--- src/rtl/tabla_verdad_seq_pkg.sv ---
// Shared definitions for the truth-table sequencer: operation codes and FSM states.
// No logic; no latency; no backpressure.
package tabla_verdad_seq_pkg;

    localparam logic [1:0] OP_AND  = 2'b00;
    localparam logic [1:0] OP_OR   = 2'b01;
    localparam logic [1:0] OP_XOR  = 2'b10;
    localparam logic [1:0] OP_NAND = 2'b11;

    typedef enum logic [1:0] {
        ST_IDLE  = 2'd0,
        ST_SWEEP = 2'd1,
        ST_DONE  = 2'd2
    } state_t;

endpackage

--- src/rtl/eval_compuertas.sv ---
// Combinational evaluator: reduction of vec by op, plus strict majority of ones.
// Latency 0 (pure logic); no backpressure.
module eval_compuertas
    import tabla_verdad_seq_pkg::*;
#(
    parameter int N = 3
) (
    input  logic [N-1:0] vec,
    input  logic [1:0]   op,
    output logic         s1,
    output logic         s2
);

    localparam int CW = $clog2(N + 1);
    localparam logic [CW-1:0] HALF = CW'(N / 2);

    logic [CW-1:0] cnt;

    always_comb begin
        cnt = '0;
        for (int i = 0; i < N; i++) begin
            cnt = cnt + CW'(vec[i]);
        end
        s2 = (cnt > HALF);
        s1 = 1'b0;
        case (op)
            OP_AND:  s1 = &vec;
            OP_OR:   s1 = |vec;
            OP_XOR:  s1 = ^vec;
            default: s1 = ~&vec;
        endcase
    end

endmodule

--- src/rtl/tabla_verdad_seq.sv ---
// Truth-table sequencer: manual vector pass-through or automatic 0..2^N-1 sweep with S1 tally.
// Latency 1 cycle from IN/OP to vec_out/S1/S2; sweep runs 2^N*HOLD+1 cycles before done.
// No backpressure: start is ignored while busy, abort cancels a running sweep.
module tabla_verdad_seq
    import tabla_verdad_seq_pkg::*;
#(
    parameter int N    = 3,
    parameter int HOLD = 4
) (
    input  logic         clk,
    input  logic         rst_n,
    input  logic [N-1:0] IN,
    input  logic [1:0]   OP,
    input  logic         start,
    input  logic         abort,
    output logic [N-1:0] vec_out,
    output logic         S1,
    output logic         S2,
    output logic         busy,
    output logic         done,
    output logic [N:0]   ones_cnt
);

    localparam logic [7:0]   HOLD_LAST = 8'(HOLD - 1);
    localparam logic [7:0]   HOLD_END  = 8'(HOLD);
    localparam logic [N-1:0] VEC_LAST  = {N{1'b1}};
    localparam logic [N-1:0] VEC_ONE   = {{(N-1){1'b0}}, 1'b1};
    localparam logic [N:0]   CNT_ONE   = {{N{1'b0}}, 1'b1};

    state_t       state_q, state_d;
    logic [N-1:0] vec_q, vec_d;
    logic [7:0]   hold_q, hold_d;
    logic [1:0]   op_q, op_d;
    logic [N:0]   ones_q, ones_d;
    logic         s1_q, s1_d;
    logic         s2_q, s2_d;
    logic         busy_q, busy_d;
    logic         done_q, done_d;
    logic [1:0]   op_eval;

    // S1/S2 are evaluated on the next vector so they register alongside vec_out.
    eval_compuertas #(.N(N)) u_eval (
        .vec (vec_d),
        .op  (op_eval),
        .s1  (s1_d),
        .s2  (s2_d)
    );

    always_comb begin
        state_d = state_q;
        vec_d   = vec_q;
        hold_d  = hold_q;
        op_d    = op_q;
        ones_d  = ones_q;
        busy_d  = busy_q;
        done_d  = 1'b0;
        op_eval = op_q;
        case (state_q)
            ST_IDLE: begin
                vec_d   = IN;
                op_eval = OP;
                busy_d  = 1'b0;
                if (start) begin
                    state_d = ST_SWEEP;
                    vec_d   = '0;
                    hold_d  = '0;
                    op_d    = OP;
                    ones_d  = '0;
                    busy_d  = 1'b1;
                end
            end
            ST_SWEEP: begin
                if (abort) begin
                    state_d = ST_IDLE;
                    hold_d  = '0;
                    busy_d  = 1'b0;
                end else begin
                    if (hold_q == HOLD_LAST && s1_q) begin
                        ones_d = ones_q + CNT_ONE;
                    end
                    // The last vector gets one extra cycle so its tally is visible before done.
                    if (vec_q != VEC_LAST && hold_q == HOLD_LAST) begin
                        vec_d  = vec_q + VEC_ONE;
                        hold_d = '0;
                    end else if (vec_q == VEC_LAST && hold_q == HOLD_END) begin
                        state_d = ST_DONE;
                        hold_d  = '0;
                        busy_d  = 1'b0;
                        done_d  = 1'b1;
                    end else begin
                        hold_d = hold_q + 8'd1;
                    end
                end
            end
            ST_DONE: begin
                state_d = ST_IDLE;
                busy_d  = 1'b0;
            end
            default: begin
                state_d = ST_IDLE;
                busy_d  = 1'b0;
            end
        endcase
    end

    always_ff @(posedge clk or negedge rst_n) begin
        if (!rst_n) begin
            state_q <= ST_IDLE;
            vec_q   <= '0;
            hold_q  <= '0;
            op_q    <= '0;
            ones_q  <= '0;
            s1_q    <= 1'b0;
            s2_q    <= 1'b0;
            busy_q  <= 1'b0;
            done_q  <= 1'b0;
        end else begin
            state_q <= state_d;
            vec_q   <= vec_d;
            hold_q  <= hold_d;
            op_q    <= op_d;
            ones_q  <= ones_d;
            s1_q    <= s1_d;
            s2_q    <= s2_d;
            busy_q  <= busy_d;
            done_q  <= done_d;
        end
    end

    assign vec_out  = vec_q;
    assign S1       = s1_q;
    assign S2       = s2_q;
    assign busy     = busy_q;
    assign done     = done_q;
    assign ones_cnt = ones_q;

endmodule

--- config.mk ---
export PLATFORM = sky130hd
export DESIGN_NAME = tabla_verdad_seq
export DESIGN_NICKNAME = d
export VERILOG_FILES = /design/src/rtl/tabla_verdad_seq_pkg.sv /design/src/rtl/eval_compuertas.sv /design/src/rtl/tabla_verdad_seq.sv
export SDC_FILE = /design/constraint.sdc
export NUM_CORES = 1
export LEC_CHECK = 0
export ABC_AREA = 1
export CAP_MARGIN = 15
export CORE_ASPECT_RATIO = 1.4
export CORE_MARGIN = 2
export CORE_UTILIZATION = 57
export CTS_CLUSTER_DIAMETER = 200
export CTS_CLUSTER_SIZE = 14
export DETAILED_ROUTE_END_ITERATION = 10
export HOLD_SLACK_MARGIN = 0.02
export PLACE_DENSITY = 0.84
export SLEW_MARGIN = 20
export SYNTH_ARGS = -nofsm -noshare
export SYNTH_HDL_FRONTEND = slang
export SYNTH_SLANG_ARGS = --single-unit
--- constraint.sdc ---
create_clock -name clk -period 4.1 [get_ports clk]
set_clock_uncertainty 0.15 [all_clocks]
set_input_delay 0.82 -clock clk [delete_from_list [all_inputs] [get_ports clk]]
set_output_delay 0.82 -clock clk [all_outputs]
set_load 0.05 [all_outputs]
Word level (Yosys, flattened, before mapping)
Index checks and enable logic that the tools add are counted.

Flip-flop bits (word level): 23. Input bits: 9. Output and inout port bits: 11. Word-level logic and storage cells: 71.

Add/subtract/negate cells: 5. Magnitude comparators: 1. Equality and inequality tests: 12. Multiplexer cells: 29. Reduce and logical (&&, ||, !) cells: 15.

Operators with widths (number): $mux 8 (4); $pmux 8 s2 (1); $mux 4 (3); $mux 2 (5); $mux 3 (3); $ne 3x3->1 const B (3); $add 8x1->8 const B (1); $eq 8x2->1 const B (1); $eq 8x3->1 const B (1); $mux 1 (8); $pmux 4 s2 (1); $ne 2x2->1 const B (3); $pmux 3 s2 (1); $reduce_and 2->1 (3); $reduce_and 3->1 (2); $add 4x1->4 const B (1); $eq 2x1->1 const B (2); $logic_not 2->1 (2); $pmux 2 s2 (1); $reduce_and 4->1 (1); $add 3x1->3 const B (1); $eq 3x3->1 const B (1); $logic_and 1x1->1 (3); $pmux 1 s3 (1); other kinds (9) (9).

Logic depth before layout (Yosys ltp)
Gate-level depths: netlist of run 1.

Word-level depth: 8. Mapped depth: 13.

Hierarchy
A second synthesis of run 1 with hierarchy kept.

Cell total of the unflattened synthesis: 167. Area total of the unflattened synthesis: 1356.3 um^2.

By module, submodules not included: tabla_verdad_seq (times used 1, cells an instance 148, area each 1246.2 um^2, seq. area each 575.6 um^2); eval_compuertas (times used 1, cells an instance 19, area each 110.1 um^2, seq. area each 0.0 um^2).

Worst setup path after synthesis of run 1
OpenSTA, ideal clock, no wires.

Path kind: flip-flop to flip-flop. Start point: register vec_q[1], in the netlist vec_out[1]. End point: register s1_q, in the netlist S1. Setup time: 0.130 ns. Arrival time: 2.305 ns. Data required time: 3.820 ns. Path slack: 1.515 ns. Cell stages (with the launch flop): 14. Period minus slack after synthesis: 2.585 ns. Cell sequence: dfrtp_1 -> ha_1 -> ha_1 -> inv_1 -> nand3_2 -> a21oi_1 -> o21ai_0 -> a22oi_1 -> inv_1 -> ha_1 -> inv_1 -> nand4_1 -> nand3_1 -> nand4_1.

Longest elaborated chain between the ends: 8. Elaborated cells between the ends (all ways): 11. Classes of those cells: 1 x add/sub; 1 x eq/ne; 4 x mux; 5 x reduce/logical.

Ends and longest elaborated chain: start, declared (line tabla_verdad_seq.sv:31) `logic [N-1:0] vec_q, vec_d;`; start signal, assigned (line tabla_verdad_seq.sv:119) `vec_q <= vec_d;`; $ne 3x3->1 (*) (line tabla_verdad_seq.sv:82) `if (vec_q != VEC_LAST && hold_q == HOLD_LAST) begin`; $logic_and 1x1->1 (*) (line tabla_verdad_seq.sv:82); $mux 3 (*) (line tabla_verdad_seq.sv:82); $mux 3 (*) (line tabla_verdad_seq.sv:73) `if (abort) begin`; $pmux 3 s2 (*) (line tabla_verdad_seq.sv:58) `case (state_q)`; via u_eval.vec[0] (line eval_compuertas.sv:8) `input logic [N-1:0] vec,`; $reduce_and 3->1 (line eval_compuertas.sv:27, eval_compuertas.sv:30); $logic_not 1->1 (line eval_compuertas.sv:30) `default: s1 = ~&vec;`; $pmux 1 s3 (*) (line eval_compuertas.sv:26) `case (op)`; via s1_d (line tabla_verdad_seq.sv:35) `logic s1_q, s1_d;`; end signal, assigned (line tabla_verdad_seq.sv:113) `s1_q <= 1'b0;`; end signal, assigned (line tabla_verdad_seq.sv:123) `s1_q <= s1_d;`; end, declared (line tabla_verdad_seq.sv:35).

Mark *: on every way through the listed nets, which the timed path passes. The rest lies on a longest branch. A chain may end at the register's enable or synchronous reset.

Worst setup path in the final report of run 1
Start point: input port start. End point: register s1_q, in the netlist S1.

Longest elaborated chain between the ends: 5. Elaborated cells between the ends (all ways): 7. Classes of those cells: 3 x mux; 4 x reduce/logical.

Ends and longest elaborated chain: start, declared (line tabla_verdad_seq.sv:14) `input logic start,`; $mux 3 (*) (line tabla_verdad_seq.sv:63) `if (start) begin`; $pmux 3 s2 (*) (line tabla_verdad_seq.sv:58); via u_eval.vec[0] (line eval_compuertas.sv:8); $reduce_and 3->1 (line eval_compuertas.sv:27, eval_compuertas.sv:30); $logic_not 1->1 (line eval_compuertas.sv:30); $pmux 1 s3 (*) (line eval_compuertas.sv:26); via s1_d (line tabla_verdad_seq.sv:35).

Marked as above.

==> results of run 1 <==
per-stage QoR:
step	area, um2	instances	utilization [%]
after CTS	1570	208	72.0
after detailed placement	1540	204	70.7
after global routing	1560	208	71.7
after global placement	1540	204	70.7
final	1560	208	71.7
after floorplan	1320	163	-
cell families after synthesis:
kind of cell | after synthesis
compound gates | 23
xor+xnor | 3
fa+ha+maj | 8
buf+inv | 26
flops | 23
simple gates | 80
worst register-to-register path, stage by stage, from the launching register on:
cell and delay [ns]:
dfrtp_1 0.44, ha_1 0.20, ha_1 0.19, inv_1 0.10, nand3_2 0.12, a21oi_1 0.13
o21ai_0 0.09, a22oi_1 0.31, inv_1 0.09, ha_1 0.32, inv_1 0.06, nand4_1 0.08
nand3_1 0.10, nand4_1 0.07
metal layers:
layer | share of wire, % | GRT usage [%] | up-vias
met4 | 1.7 | 9.52 | 0
met2 | 54 | 40.2 | 23
met1 | 41 | 29.0 | 531
met5 | 0 | 0 | -
li1 | - | - | 575
met3 | 2.9 | 3.57 | 6
cells in the mapped netlist:
cell and number:
nand2_1 36, xor2_1 2, or2_0 1, nand3_1 9, inv_2 3, o31ai_1 1, nor2_1 16, a21oi_1 5
nand3_2 3, o22ai_1 1, nand4_1 5, nand2_2 1, a21o_1 1, o211ai_2 1, xnor2_1 1, o21ai_0 10
o32ai_1 1, ha_1 8, nor3_1 3, dfrtp_1 23, nor3b_2 1, o21a_1 1, a22oi_1 1, a31oi_1 1
nor2_2 3, nor2_4 2, inv_1 23
registers in the layout, indices dropped and copies added (netlist names):
| signal | flops |
|---|---|
| state_q | 2 |
| ones_cnt | 4 |
| hold_q | 8 |
| done | 1 |
| busy | 1 |
| S2 | 1 |
| op_q | 2 |
| vec_out | 3 |
| S1 | 1 |
area by class of cell:
type | count | area share (%)
Inverter | 26 | 6.25
Timing Repair Buffer | 19 | 11.9
Clock inverter | 1 | 0.321
Multi-Input combinational cell | 114 | 41.5
Tap cell | 22 | 1.76
Clock buffer | 3 | 1.44
Sequential cell | 23 | 36.9
worst max-delay path by stage:
stage                              start           end  slack, ns  cells past startpoint
global placement                   start  S1$_DFF_PN0_       1.07                     10
detailed placement                 start  S1$_DFF_PN0_       0.95                     10
floorplan           vec_out[1]$_DFF_PN0_  S1$_DFF_PN0_       1.51                     13
global route                       start  S1$_DFF_PN0_       1.09                     10
CTS                                start  S1$_DFF_PN0_       1.29                     10
finish                             start  S1$_DFF_PN0_       1.28                     10
cells in the final DEF (no fill, tap or decap), types with 2 or more instances in the layout:
cell / netlist / routed
inv_1: 23 / 23
dfrtp_1: 23 / 23
clkdlybuf4s50_1: 0 / 18
nand3_1: 9 / 9
a21oi_1: 5 / 5
nor2_2: 3 / 3
inv_2: 3 / 3
nand2_1: 36 / 36
nor2_4: 2 / 2
nand4_1: 5 / 5
nor3_1: 3 / 3
xor2_1: 2 / 2
nand3_2: 3 / 3
clkbuf_4: 0 / 3
ha_1: 8 / 8
nor2_1: 16 / 16
o21ai_0: 10 / 10
power breakdown:
part / internal, mW / leakage [nW] / switching [mW] / total, mW
Sequential: 0.278 / 0.307 / 0.0459 / 0.324
Clock: 0.0366 / 0.0177 / 0.0732 / 0.110
Combinational: 0.144 / 0.447 / 0.286 / 0.430
Total: 0.458 / 0.772 / 0.405 / 0.863
==> metrics.cfg, run 1 <==
[status]
status = finished clean

[clocking]
clkSinkCount = 23
clk_pin_slew_ns = 0.13
clock_latency_ns = 0.32
cts_htree_levels = 1
postCtsSetupBuffers = 0
clockRootBuffer = clkbuf_4
clk_path_buf_depth = 2
hold_buffers = 0
cts_tree = yes
cts_resized = 0
cts_buffers = 3

[route]
viasPerCell = 5.46
ant_nets = 0
drt-pass1-iter-count = 4
num_vias = 1135
drt-initial-drc-count = 37
drt_wl_total_um = 2660
wl_per_cell_um = 12.8
drc_errors = 0

[hold_path]
hp-class = input pin to async pin

[setup_path]
cp_data_arrival_time_ns = 2.89
slowest_delay_ns = 0.46
critPathLaunchType = input pin
crit_chain = clkdlybuf4s50_1, nor3_1, a21oi_1, a22oi_1, inv_1, ha_1, inv_1, nand4_1, nand3_1, nand4_1
crit_fanout = 4
crit_required_ns = 4.17
slowest_stage = nor3_1
ff2ff_setup_slack_ns = 1.54
reg2reg_from = vec_out[1]$_DFF_PN0_
crit_family = simple AND/OR/NAND/NOR gates
reg2reg_depth = 13
path_buf_inv = 3
worst_setup_path_end_kind = flop
path_class = input pin to flop
r2r_end = S1$_DFF_PN0_

[synthesis]
synthTopCellsByArea = dfrtp_1 44%, nand2_1 10%, ha_1 7.6%
synth_area_per_cell_um2 = 8.11
ys_types = 27
synthSimpleGateAreaFrac_pct = 29.0
synth_fp_nets = 180
synthXorXnorAreaFrac_pct = 1.99
yosysTopAreaCell = dfrtp_1
synth_mux_area_share_pct = 0
ys_ff_latch = 23
synth_fa_ha_area_share_pct = 7.58
synthCells = 163
synth_top_family_by_area = simple AND/OR/NAND/NOR gates
syn_area_um2 = 1320
ys_warn_count = 0
yosys.area.top_type_share_pct = 43.6
synth_compound_area_share_pct = 10.5
ys_seq_area_share_pct = 43.6

[die]
die_w_um = 44.7
dieArea_um2 = 2720
io_pins = 20
core_um2 = 2180
start_util_pct = 60.7
rows = 20
die_h_um = 61.0

[place]
io_buffer_count = 19
gp_routability_congestion = 0.858
dpl.hpwl_um = 2110
post-place-ws_ns = 0.950

[global_route]
antenna_found_initial = 0
overflow = 0
first_global_vias = 1129
grt_max_degree = 24
grt_pass1_wl_um = 4730
grt_usage_pct = 23.4

[sta]
fin_crit_ns = 2.82
fin_crit_sh_pct = 68.9
setup_slack_ns = 1.28
finalHoldViolCount = 0
drv_slew = 0
tightest_slew_ns = 0.531
whs_ns = 0.301
slew_headroom_pct = 64.6
clock.fmax_mhz = 354
tns_ns = 0
setup_viol = 0
rsz0062_at_grt = no

[layout]
seqCellArea_um2 = 576
antenna_cells = 0
fin_nets = 204
multi_input_area_um2 = 648
area_growth_pct = 18.2
fillers = 183
drive_gt1_share_pct = 10.2

[power_and_ir_drop]
p_total_uw = 863
cellPowerDensity_nw_per_um2 = 553
leakage_nw = 0.772
ir_drop_v = 0.000473

[flow_run]
drv_cap = 0

(Power assumes the default switching activity.)
==> run 2: changes to the inputs <==
Settings changed: CORE_UTILIZATION 57 to 53, PLACE_DENSITY 0.84 to 0.79.
Clock period 4.1 ns to 2.8 ns, I/O delays scaled along.
==> metrics.cfg, run 2 (synthesis results as in run 1) <==
[die]
core_um2 = 2390  ; +9.8%
dieArea_um2 = 2910  ; +7.0%
start_util_pct = 55.3  ; -5.4 points
io_pins = 20  ; unchanged
die_w_um = 46.2  ; +3.4%
die_h_um = 63.1  ; +3.5%
rows = 21  ; +5.0%

[sta]
setup_viol = 0  ; unchanged
slew_headroom_pct = 67.0  ; +2.4 points
tns_ns = 0  ; unchanged
whs_ns = 0.342  ; +0.0416 ns
fin_crit_sh_pct = 87.5
fin_crit_ns = 2.45
tightest_slew_ns = 0.494  ; -0.0372 ns
drv_slew = 0  ; unchanged
rsz0062_at_grt = no
finalHoldViolCount = 0  ; unchanged
clock.fmax_mhz = 408

[power_and_ir_drop]
ir_drop_v = 0.000616  ; +30%
seq_power_share_pct = 36.7  ; -0.8 points
comb_power_share_pct = 50.5  ; +0.7 points
cellPowerDensity_nw_per_um2 = 802  ; +45%
p_int_uw = 685  ; +49%
clkPwrFrac_pct = 12.8  ; about the same
p_switching_uw = 601  ; +48%
leakage_nw = 0.787  ; +1.9%
p_sw_share_pct = 46.8  ; -0.16 points
p_total_mw = 1.29  ; +49%

[setup_path]
cp_data_arrival_time_ns = 2.52  ; -0.37 ns
ff2ff_setup_slack_ns = 0.35  ; -1.19 ns
critPathLaunchType = flop
worst_setup_path_end_kind = flop
reg2reg_from = vec_out[1]$_DFF_PN0_
r2r_end = S1$_DFF_PN0_
reg2reg_depth = 13  ; unchanged
crit_required_ns = 2.87  ; -1.30 ns
endpoint = S1$_DFF_PN0_
crit_fanout = 5  ; +1
path_class = flop to flop
setup.worst_path.start = vec_out[1]$_DFF_PN0_

[global_route]
first_global_vias = 1157  ; +2.5%
antenna_found_initial = 0  ; unchanged
grt_pass1_wl_um = 4750  ; +0.44%
grt_max_degree = 24  ; unchanged
grt_usage_pct = 22.2  ; -1.2 points
overflow = 0  ; unchanged

[clocking]
cts_resized = 0  ; unchanged
postCtsSetupBuffers = 0  ; unchanged
clk_path_buf_depth = 2  ; unchanged
cts_htree_levels = 1  ; unchanged
clk_pin_slew_ns = 0.14  ; about the same
clockRootBuffer = clkbuf_4
cts_buffers = 3  ; unchanged
hold_buffers = 0  ; unchanged
clock_latency_ns = 0.33  ; about the same
clkSinkCount = 23  ; unchanged
cts_tree = yes

[route]
wl_per_cell_um = 12.5  ; -1.8%
drc_errors = 0  ; unchanged
drt-pass1-iter-count = 4  ; unchanged
ant_nets = 0  ; unchanged
drt_wl_total_um = 2800  ; +5.2%
viasPerCell = 5.14  ; -5.8%
drt-initial-drc-count = 20  ; -46%
num_vias = 1146  ; +0.97%

[layout]
drive_gt1_share_pct = 11.1  ; +0.90 points
largest_reg_flops = 8  ; unchanged
area_growth_pct = 21.4
fillers = 198  ; +8.2%
fin_nets = 207  ; +1.5%
antenna_cells = 0  ; unchanged
top_register = hold_q
fin_util_pct = 67.1  ; -4.6 points
layout_commonest_cell = nand2_1
final_cell_mix = 36 x nand2_1, 23 x dfrtp_1, 23 x inv_1

[hold_path]
hp-class = flop to flop

[flow_run]
drv_cap = 0  ; unchanged

[place]
io_buffer_count = 19  ; unchanged
gp_routability_congestion = 0.832  ; -3.0%
dpl.hpwl_um = 2180  ; +3.2%

[status]
status = finished clean

## run 2: cell count changes in the layout (fill, tap and decap cells not counted), sizes merged
cell | previous run | this run
buf | 1 | 3
clkdlybuf4s50 | 18 | 19
## run 2: worst max-delay path, cell delays in order, from the launching register on
cell and delay (ns):
dfrtp_1 0.46, ha_1 0.20, ha_1 0.19, inv_1 0.11, nand3_2 0.13, a21oi_1 0.13
o21ai_0 0.09, a22oi_1 0.19, inv_1 0.08, ha_1 0.31, inv_1 0.06, nand4_1 0.08
nand3_1 0.10, nand4_1 0.07
## run 2: final cells by class
type	count	area, um2	area share (%)
inverters	26	97.6	6.08
repair buffers	22	213	13.3
flip-flops and latches	23	576	35.9
clock inverters	1	5.00	0.312
well taps	34	42.5	2.65
clock buffers	3	22.5	1.40
multi-input cells	114	648	40.4
## run 2: worst min path at each step
| stage | from | endpoint | slack [ns] | cells after the start |
|---|---|---|---|---|
| after CTS | busy$_DFFE_PN0P_ | busy$_DFFE_PN0P_ | 0.35 | 2 |
| after global placement | busy$_DFFE_PN0P_ | busy$_DFFE_PN0P_ | 0.31 | 2 |
| final | busy$_DFFE_PN0P_ | busy$_DFFE_PN0P_ | 0.34 | 2 |
| after detailed placement | busy$_DFFE_PN0P_ | busy$_DFFE_PN0P_ | 0.32 | 2 |
| after floorplan | rst_n | S1$_DFF_PN0_ | 0.11 | 0 |
| after global routing | op_q[0]$_DFFE_PN0P_ | op_q[0]$_DFFE_PN0P_ | 0.39 | 2 |
## run 2: layer usage
layer | share of wire [%] | vias to the layer above | track usage, % | wire length (um)
li1 | - | 584 | - | -
met1 | 40 | 541 | 23.7 | 1110
met2 | 57 | 15 | 39.6 | 1580
met3 | 2.1 | 6 | 3.72 | 59
met4 | 1.8 | 0 | 10.0 | 51
met5 | 0 | - | 0 | 0
## run 2: power by group through the flow
stage	Sequential [mW]	Clock, mW	Combinational [mW]
2_1_floorplan	0.604	0	0.317
3_3_place_gp	0.476	0	0.630
3_5_place_dp	0.479	0	0.652
4_1_cts	0.472	0.167	0.654
5_1_grt	0.483	0.187	0.713
6_report	0.472	0.165	0.649
## run 2: per-stage QoR
stage	worst slack [ns]	instance area (um2)	instances
after global routing	0.178	1600	223
after global placement	0.255	1580	219
after CTS	0.346	1600	223
after detailed placement	0.161	1580	219
after floorplan	0.215	1320	163
final	0.350	1600	223
==> run 3: changes to the inputs <==
Settings changed: CORE_UTILIZATION 53 to 60, DONT_BUFFER_PORTS from default to 1, PLACE_DENSITY 0.79 to 0.76.
==> metrics.cfg, run 3 (synthesis results as in run 1) <==
[place]
dp_cells = 189  ; -14%
gp_routability_congestion = 0.901  ; +8.2%
dpl.hpwl_um = 2130  ; -2.3%
place_area_um2 = 1380  ; -13%
post-place-ws_ns = 0.326  ; +0.165 ns
io_buffer_count = 0  ; -19

[clocking]
cts_tree = yes
clkSinkCount = 23  ; unchanged
clk_path_buf_depth = 2  ; unchanged
clock_latency_ns = 0.33  ; about the same
cts_resized = 0  ; unchanged
hold_buffers = 1  ; +1
clk_pin_slew_ns = 0.13  ; about the same
cts_htree_levels = 1  ; unchanged
postCtsSetupBuffers = 0  ; unchanged
cts_buffers = 3  ; unchanged
clockRootBuffer = clkbuf_4

[setup_path]
crit_fanout = 5  ; unchanged
crit_chain = ha_1, ha_1, inv_1, nand3_2, a21oi_1, o21ai_0, a22oi_1, inv_1, ha_1, inv_1, nand4_1, nand3_1, nand4_1
r2r_end = S1$_DFF_PN0_
path_class = flop to flop
cp_data_arrival_time_ns = 2.56  ; +0.04 ns
slowest_delay_ns = 0.41  ; -0.05 ns
reg2reg_depth = 13  ; unchanged
slowest_stage = dfrtp_1
crit_family = adder cells
critPathLaunchType = flop
worst_setup_path_end_kind = flop
crit_required_ns = 2.88  ; about the same
ff2ff_setup_slack_ns = 0.32  ; -0.03 ns
reg2reg_from = vec_out[0]$_DFF_PN0_
path_buf_inv = 3  ; unchanged

[sta]
finalHoldViolCount = 0  ; unchanged
tightest_slew_ns = 0.547  ; +0.0524 ns
setup_slack_ns = 0.317  ; -0.0332 ns
whs_ns = 0.0246  ; -0.318 ns
setup_viol = 0  ; unchanged
clock.fmax_mhz = 403  ; -1.3%
rsz0062_at_grt = no
tns_ns = 0  ; unchanged
fin_crit_sh_pct = 88.7  ; +1.2 points
drv_slew = 0  ; unchanged
fin_crit_ns = 2.48  ; +0.0332 ns
slew_headroom_pct = 63.6  ; -3.4 points

[layout]
final_cell_mix = 36 x nand2_1, 23 x dfrtp_1, 23 x inv_1
fin_nets = 190  ; -8.2%
layout_commonest_cell = nand2_1
top_register = hold_q
antenna_cells = 0  ; unchanged
area_growth_pct = 6.82
final_area_um2 = 1410  ; -12%
drive_gt1_share_pct = 13.4  ; +2.3 points
fillers = 192  ; -3.0%
fin_util_pct = 66.4  ; -0.73 points
instances_no_fill = 194  ; -13%
largest_reg_flops = 8  ; unchanged

[power_and_ir_drop]
ir_drop_v = 0.000584  ; -5.3%
cellPowerDensity_nw_per_um2 = 859  ; +7.2%
p_total_mw = 1.21  ; -5.7%
leakage_nw = 0.727  ; -7.7%

[die]
core_um2 = 2130  ; -11%
die_h_um = 59.5  ; -5.6%
io_pins = 20  ; unchanged
die_w_um = 43.7  ; -5.5%
start_util_pct = 62.1  ; +6.9 points
rows = 20  ; -4.8%
dieArea_um2 = 2600  ; -11%

[hold_path]
hp-class = input pin to async pin

[route]
ant_nets = 0  ; unchanged
drt_wl_total_um = 2680  ; -4.0%
drc_errors = 0  ; unchanged
drt-initial-drc-count = 20  ; unchanged
viasPerCell = 5.73  ; +11%
wl_per_cell_um = 13.8  ; +10%
drt-pass1-iter-count = 4  ; unchanged
num_vias = 1111  ; -3.1%

[flow_run]
drv_cap = 0  ; unchanged

[global_route]
antenna_found_initial = 0  ; unchanged
grt_pass1_wl_um = 4770  ; +0.27%
overflow = 0  ; unchanged
grt_usage_pct = 24.5  ; +2.4 points
first_global_vias = 1190  ; +2.9%
grt_max_degree = 24  ; unchanged

[status]
status = finished clean

[run 3: cell types whose count changed in the layout (fill, tap and decap cells not counted)]
cell	delta
buf_2	+1
buf_4	+1
clkdlybuf4s50_1	-19
[run 3: worst reg2reg max path: stages, from the launching register on]
cell	delay (ns)
dfrtp_1	0.41
ha_1	0.20
ha_1	0.19
inv_1	0.10
nand3_2	0.13
a21oi_1	0.15
o21ai_0	0.09
a22oi_1	0.28
inv_1	0.08
ha_1	0.31
inv_1	0.06
nand4_1	0.08
nand3_1	0.09
nand4_1	0.07
[run 3: worst max path at each step]
stage	startpoint	to	slack (ns)	cells after the start
6_report	vec_out[0]$_DFF_PN0_	S1$_DFF_PN0_	0.32	13
5_1_grt	hold_q[0]$_DFFE_PN0P_	S1$_DFF_PN0_	0.11	13
4_1_cts	vec_out[0]$_DFF_PN0_	S1$_DFF_PN0_	0.31	13
3_5_place_dp	vec_out[0]$_DFF_PN0_	S1$_DFF_PN0_	0.33	13
3_3_place_gp	vec_out[0]$_DFF_PN0_	S1$_DFF_PN0_	0.41	13
2_1_floorplan	vec_out[1]$_DFF_PN0_	S1$_DFF_PN0_	0.21	13
[run 3: report_power, final]
group	internal [mW]	switching, mW	total, mW
sequential	0.406	0.135	0.541
clock	0.0538	0.110	0.163
combinational	0.166	0.342	0.509
total	0.626	0.587	1.21
[run 3: metal layers]
layer,track usage [%],share of wire [%]
met5,0,0
met4,14.3,3.5
met3,3.05,3.5
met2,43.3,55
met1,27.7,38
[run 3: area by class of cell]
| class | count | area, um2 | area share, % |
|---|---|---|---|
| clock inverters | 1 | 5.00 | 0.355 |
| well taps | 22 | 27.5 | 1.95 |
| repair buffers | 5 | 35.0 | 2.48 |
| multi-input cells | 114 | 648 | 45.9 |
| inverters | 26 | 97.6 | 6.91 |
| flip-flops and latches | 23 | 576 | 40.8 |
| clock buffers | 3 | 22.5 | 1.60 |
